### src/rtl/instr_decode_stage_pkg.sv
// Shared definitions for the instruction decode stage.
// Holds RV32 opcode constants, instruction field widths, the occupancy
// state encoding of the two-entry buffer, and the registered field bundle.
// Optional feature macro: DECODE_ILLEGAL_CHECK_EN (adds the illegal flag).
package instr_decode_stage_pkg;

  localparam int unsigned INSTR_W  = 32;
  localparam int unsigned OPCODE_W = 7;
  localparam int unsigned REG_W    = 5;
  localparam int unsigned FUNCT3_W = 3;
  localparam int unsigned FUNCT7_W = 7;
  localparam int unsigned IMM12_W  = 12;

  localparam logic [OPCODE_W-1:0] OP_R      = 7'b0110011;
  localparam logic [OPCODE_W-1:0] OP_IMM    = 7'b0010011;
  localparam logic [OPCODE_W-1:0] OP_LOAD   = 7'b0000011;
  localparam logic [OPCODE_W-1:0] OP_STORE  = 7'b0100011;
  localparam logic [OPCODE_W-1:0] OP_BRANCH = 7'b1100011;
  localparam logic [OPCODE_W-1:0] OP_JAL    = 7'b1101111;
  localparam logic [OPCODE_W-1:0] OP_JALR   = 7'b1100111;
  localparam logic [OPCODE_W-1:0] OP_LUI    = 7'b0110111;
  localparam logic [OPCODE_W-1:0] OP_AUIPC  = 7'b0010111;
  localparam logic [OPCODE_W-1:0] OP_SYSTEM = 7'b1110011;

  // Buffer occupancy: nothing held, main register only, main plus skid.
  typedef enum logic [1:0] {
    ST_EMPTY = 2'd0,
    ST_ONE   = 2'd1,
    ST_FULL  = 2'd2
  } occ_state_t;

  typedef struct packed {
    logic [OPCODE_W-1:0] opcode;
    logic [REG_W-1:0]    rd;
    logic [FUNCT3_W-1:0] funct3;
    logic [REG_W-1:0]    rs1;
    logic [REG_W-1:0]    rs2;
    logic [FUNCT7_W-1:0] funct7;
    logic [IMM12_W-1:0]  imm12;
    logic                is_store;
`ifdef DECODE_ILLEGAL_CHECK_EN
    logic                illegal;
`endif
  } dec_t;

endpackage

### src/rtl/instr_decode_stage_decode_fields.sv
// Combinational RV32 instruction -> field / 12-bit immediate extraction.
// Ports:
//   instr    : raw 32-bit instruction
//   opcode, rd, funct3, rs1, rs2, funct7 : raw fields
//   imm12    : I-type instr[31:20], S-type {instr[31:25], instr[11:7]}, else 0
//   is_store : opcode is S-type
//   illegal  : (DECODE_ILLEGAL_CHECK_EN only) non-32-bit encoding or unknown opcode
module instr_decode_stage_decode_fields
  import instr_decode_stage_pkg::*;
(
  input  logic [31:0] instr,
  output logic [6:0]  opcode,
  output logic [4:0]  rd,
  output logic [2:0]  funct3,
  output logic [4:0]  rs1,
  output logic [4:0]  rs2,
  output logic [6:0]  funct7,
  output logic [11:0] imm12,
  output logic        is_store
`ifdef DECODE_ILLEGAL_CHECK_EN
  ,output logic       illegal
`endif
);

  always_comb begin
    opcode   = instr[6:0];
    rd       = instr[11:7];
    funct3   = instr[14:12];
    rs1      = instr[19:15];
    rs2      = instr[24:20];
    funct7   = instr[31:25];
    imm12    = '0;
    is_store = 1'b0;
    case (instr[6:0])
      OP_IMM, OP_LOAD, OP_JALR: imm12 = instr[31:20];
      OP_STORE: begin
        imm12    = {instr[31:25], instr[11:7]};
        is_store = 1'b1;
      end
      default: ;
    endcase
  end

`ifdef DECODE_ILLEGAL_CHECK_EN
  always_comb begin
    illegal = (instr[1:0] != 2'b11);
    case (instr[6:0])
      OP_R, OP_IMM, OP_LOAD, OP_STORE, OP_BRANCH,
      OP_JAL, OP_JALR, OP_LUI, OP_AUIPC, OP_SYSTEM: ;
      default: illegal = 1'b1;
    endcase
  end
`endif

endmodule

### src/rtl/instr_decode_stage.sv
// Registered RV32 decode stage with a two-entry (main + skid) buffer.
// Optional feature macro: DECODE_ILLEGAL_CHECK_EN adds out_illegal.
// Ports:
//   clk, rst_n           : clock, asynchronous active-low reset
//   in_valid/in_ready    : fetch handshake, in_instr raw word
//   flush                : synchronous discard of all buffered words
//   out_valid/out_ready  : consumer handshake
//   out_opcode..out_funct7, out_imm12, out_is_store : decoded fields
//   out_illegal          : (optional) unknown/non-32-bit encoding flag
module instr_decode_stage
  import instr_decode_stage_pkg::*;
#(
  parameter int unsigned XLEN  = 32,
  parameter int unsigned IMM_W = 12
) (
  input  logic             clk,
  input  logic             rst_n,
  input  logic             in_valid,
  output logic             in_ready,
  input  logic [XLEN-1:0]  in_instr,
  input  logic             flush,
  output logic             out_valid,
  input  logic             out_ready,
  output logic [6:0]       out_opcode,
  output logic [4:0]       out_rd,
  output logic [2:0]       out_funct3,
  output logic [4:0]       out_rs1,
  output logic [4:0]       out_rs2,
  output logic [6:0]       out_funct7,
  output logic [IMM_W-1:0] out_imm12,
  output logic             out_is_store
`ifdef DECODE_ILLEGAL_CHECK_EN
  ,output logic            out_illegal
`endif
);

  occ_state_t state_q, state_d;
  dec_t       dec_new, main_q, skid_q;
  logic       in_xfer, out_xfer;
  logic       load_main_new, load_main_skid, load_skid;

  instr_decode_stage_decode_fields u_decode_fields (
    .instr    (in_instr),
    .opcode   (dec_new.opcode),
    .rd       (dec_new.rd),
    .funct3   (dec_new.funct3),
    .rs1      (dec_new.rs1),
    .rs2      (dec_new.rs2),
    .funct7   (dec_new.funct7),
    .imm12    (dec_new.imm12),
    .is_store (dec_new.is_store)
`ifdef DECODE_ILLEGAL_CHECK_EN
    ,.illegal (dec_new.illegal)
`endif
  );

  // Handshake flags come straight from the state register, so in_ready
  // never depends combinationally on out_ready.
  assign in_ready  = (state_q != ST_FULL);
  assign out_valid = (state_q != ST_EMPTY);
  assign in_xfer   = in_valid && in_ready;
  assign out_xfer  = out_valid && out_ready;

  always_ff @(posedge clk or negedge rst_n) begin
    if (!rst_n) state_q <= ST_EMPTY;
    else        state_q <= state_d;
  end

  always_comb begin
    state_d        = state_q;
    load_main_new  = 1'b0;
    load_main_skid = 1'b0;
    load_skid      = 1'b0;
    case (state_q)
      ST_EMPTY: begin
        if (in_xfer) begin
          load_main_new = 1'b1;
          state_d       = ST_ONE;
        end
      end
      ST_ONE: begin
        if (in_xfer && out_xfer) begin
          load_main_new = 1'b1;
        end else if (in_xfer) begin
          load_skid = 1'b1;
          state_d   = ST_FULL;
        end else if (out_xfer) begin
          state_d = ST_EMPTY;
        end
      end
      ST_FULL: begin
        if (out_xfer) begin
          load_main_skid = 1'b1;
          state_d        = ST_ONE;
        end
      end
      default: state_d = ST_EMPTY;
    endcase
    // Flush overrides everything: any same-cycle input is dropped, and an
    // output handshake in that cycle has already delivered its word.
    if (flush) begin
      state_d        = ST_EMPTY;
      load_main_new  = 1'b0;
      load_main_skid = 1'b0;
      load_skid      = 1'b0;
    end
  end

  always_ff @(posedge clk or negedge rst_n) begin
    if (!rst_n) begin
      main_q <= '0;
      skid_q <= '0;
    end else begin
      if (load_main_new)       main_q <= dec_new;
      else if (load_main_skid) main_q <= skid_q;
      if (load_skid)           skid_q <= dec_new;
    end
  end

  assign out_opcode   = main_q.opcode;
  assign out_rd       = main_q.rd;
  assign out_funct3   = main_q.funct3;
  assign out_rs1      = main_q.rs1;
  assign out_rs2      = main_q.rs2;
  assign out_funct7   = main_q.funct7;
  assign out_imm12    = main_q.imm12;
  assign out_is_store = main_q.is_store;
`ifdef DECODE_ILLEGAL_CHECK_EN
  assign out_illegal  = main_q.illegal;
`endif

endmodule

### config.mk
export PLATFORM = sky130hd
export DESIGN_NAME = instr_decode_stage
export DESIGN_NICKNAME = d
export VERILOG_FILES = /design/src/rtl/instr_decode_stage_pkg.sv /design/src/rtl/instr_decode_stage_decode_fields.sv /design/src/rtl/instr_decode_stage.sv
export SDC_FILE = /design/constraint.sdc
export NUM_CORES = 1
export LEC_CHECK = 0
export BUFFER_PORTS_ARGS = -buffer_cell sky130_fd_sc_hd__buf_2
export CAP_MARGIN = 20
export CORE_ASPECT_RATIO = 2
export CORE_MARGIN = 5
export CORE_UTILIZATION = 28
export DETAILED_ROUTE_END_ITERATION = 12
export SYNTH_ARGS = -nofsm -noshare
export SYNTH_HDL_FRONTEND = slang
export SYNTH_SLANG_ARGS = --single-unit
### constraint.sdc
create_clock -name clk -period 4.12 [get_ports clk]
set_clock_uncertainty 0.15 [all_clocks]
set_input_delay 0.824 -clock clk [delete_from_list [all_inputs] [get_ports clk]]
set_output_delay 0.824 -clock clk [all_outputs]
set_load 0.1 [all_outputs]
==> metrics.yaml <==
clocking:
  htreeDepth: 3
  clk_root_buffer_cell: "clkbuf_16"
  post_cts_buffers: 0
  numCtsBuffers: 9
  clock_latency_ns: 0.33
  clockBufferDepth: 2
  clock_sinks: 92
  post_cts_resized: 0
  holdBufCountCts: 0
  clk_pin_slew_worst_paths_ns: 0.07
  tritoncts: "yes"
worst_setup_path:
  cp_cell_sequence: "buf_2 > nor2b_2 > nand3b_1 > buf_4 > mux2_2"
  ff2ff_path_depth: 4
  r2r-end: "skid_q[41]$_DFFE_PN0P_"
  critPathMaxStageDelay_ns: 0.63
  endpoint_kind: "flop"
  start_kind: "input port"
  worst_setup_path_endpoint: "skid_q[41]$_DFFE_PN0P_"
  path_class: "input port to flop"
  r2r_start: "state_q[0]$_DFFE_PN0P_"
  startpoint: "out_ready"
  crit_slowest_cell: "nand3b_1"
  cp.arrival_ns: 2.60
  crit_fanout: 19
  required_ns: 4.19
  critPathBufInv: 2
  cp_top_family: "simple AND/OR/NAND/NOR gates"
  reg2reg_slack_ns: 1.78
  crit_cells: 5
detailed_routing:
  routed_wirelength_um: 9900
  antenna_left: 0
  viasPerCell: 4.87
  drt_iter0_drc: 153
  drc: 0
  avgRoutedWirePerCell_um: 17.6
  dr.pass1.iters: 4
  num_vias: 2736
synthesis:
  synth_top_area_share_pct: 58.9
  synth_top_area_cell: "dfrtp_1"
  syn_inst: 287
  synthTopCellsByArea: "dfrtp_1, mux2_2, a221o_1"
  ys.flop_type: "dfrtp_1"
  synth_cell_types: 36
  synth_edf_count: 0
  syn_area_um2: 3910
  syn_avg_cell_area_um2: 13.6
  async_flop_share_pct: 100
  ys_ff_latch: 92
  ys_seq_area_share_pct: 58.9
  synth_nets: 324
  yosysWarningCount: 0
floorplanning:
  coreArea_um2: 13800
  die_h_um: 177
  rows: 61
  ios: 84
  chipWidth_um: 93.5
  dieArea_um2: 16600
  initial_core_util_pct: 28.3
timing:
  hold_viol: 0
  max_freq_mhz: 395
  worst_pin_slew_ns: 0.871
  hold-worst-slack_ns: 0.319
  fin_crit_ns: 2.53
  maxSlewViolCount: 0
  setup_viol: 0
  max_slew_margin_pct: 41.8
  fin_crit_sh_pct: 61.4
  rsz0062_at_grt: "no"
  tns_ns: 0
final_layout:
  layout_commonest_cell: "dfrtp_1"
  fin_nets: 405
  final_cell_mix: "dfrtp_1, buf_2, a221o_1, mux2_2, and2_1"
  drive_above_1_share_pct: 39.9
  n_antenna_cell: 0
  stdcell_area_um2: 4860
  final_core_util_pct: 35.2
  area_growth_pct: 24.3
global_routing:
  grt_pass1_wl_um: 16000
  grt_max_degree: 58
  antenna_found_initial: 0
  gr-total-overflow: 0
  grt_pass1_vias: 2914
  grt_usage_pct: 12.6
run_status:
  status: "finished clean"
pwr:
  power.density_nw_per_um2: 586
  ir_worst_vdd_uv: 294
  power_mw: 2.85
  total_leakage_power_nw: 2.29
min_path:
  hold_path.class: "flop to flop"
place:
  placed_area_um2: 4510
  place.gp.congestion: 0.764
  port_buffers: 83
  post-dp-hpwl_um: 6930
run:
  cap_violations: 0
final cells by class:
type                    count  area [um^2]
fillers                  1389         8950
well taps                 189          236
flip-flops and latches     92         2300
multi-input cells         176         1510
repair buffers             89          463
clock inverters             7          123
clock buffers               9          225
routing by layer:
layer | global-route usage (%) | up-vias | part of all wire [%]
met5 | 0 | - | 0
met2 | 22.0 | 69 | 54
li1 | - | 1244 | -
met1 | 15.0 | 1412 | 39
met3 | 2.34 | 11 | 3.9
met4 | 5.12 | 0 | 2.4
stage by stage:
step | setup slack [ns] | cells
6_report | 1.59 | 562
4_1_cts | 1.57 | 562
2_1_floorplan | 1.75 | 287
5_1_grt | 1.45 | 562
3_3_place_gp | 1.29 | 546
3_5_place_dp | 1.20 | 546
power breakdown:
part	leakage (nW)	internal [mW]	switching, mW
Sequential	1.18	1.05	0.0752
Clock	0.168	0.599	0.364
Combinational	0.949	0.179	0.576
synth_stat cells, types with 2 or more instances:
library cell	n
a211oi_4	2
nand2b_1	2
a221o_1	35
a21o_1	5
buf_2	8
a22o_1	12
a22oi_1	5
nand3b_1	2
clkbuf_1	7
o21ai_0	3
mux2_2	33
o221ai_1	5
nand2_1	16
nor3b_1	7
nor2_1	2
o21ai_1	2
dfrtp_1	92
nor2b_2	2
buf_6	3
and2_1	28
worst min-delay path by stage:
stage	startpoint	slack [ns]	cells after the start	to
2_1_floorplan	skid_q[3]$_DFFE_PN0P_	0.30	2	skid_q[3]$_DFFE_PN0P_
3_3_place_gp	out_funct7[0]$_DFFE_PN0P_	0.31	1	out_funct7[0]$_DFFE_PN0P_
3_5_place_dp	out_is_store$_DFFE_PN0P_	0.31	1	out_is_store$_DFFE_PN0P_
4_1_cts	out_is_store$_DFFE_PN0P_	0.33	1	out_is_store$_DFFE_PN0P_
5_1_grt	out_is_store$_DFFE_PN0P_	0.35	1	out_is_store$_DFFE_PN0P_
6_report	out_is_store$_DFFE_PN0P_	0.32	1	out_is_store$_DFFE_PN0P_
kinds of logic (layout without fill, tap and decap cells):
| kind of cell | Yosys count | after routing | share of synthesized area [%] |
|---|---|---|---|
| DFF | 92 | 92 | 58.9 |
| AOI/OAI and AO/OA | 74 | 74 | 17.3 |
| and+or+nand+nor | 68 | 68 | 11.3 |
| muxes | 34 | 34 | 9.76 |
| buffers and inverters | 19 | 105 | 2.75 |
state kept, by name, summed over array words and instances (netlist names):
signal,count
out_funct3,3
out_funct7,7
out_imm12,12
out_is_store,1
out_opcode,7
out_rd,5
out_rs1,5
out_rs2,5
skid_q,45
state_q,2
No activity file was read; power rests on OpenSTA's default activity.
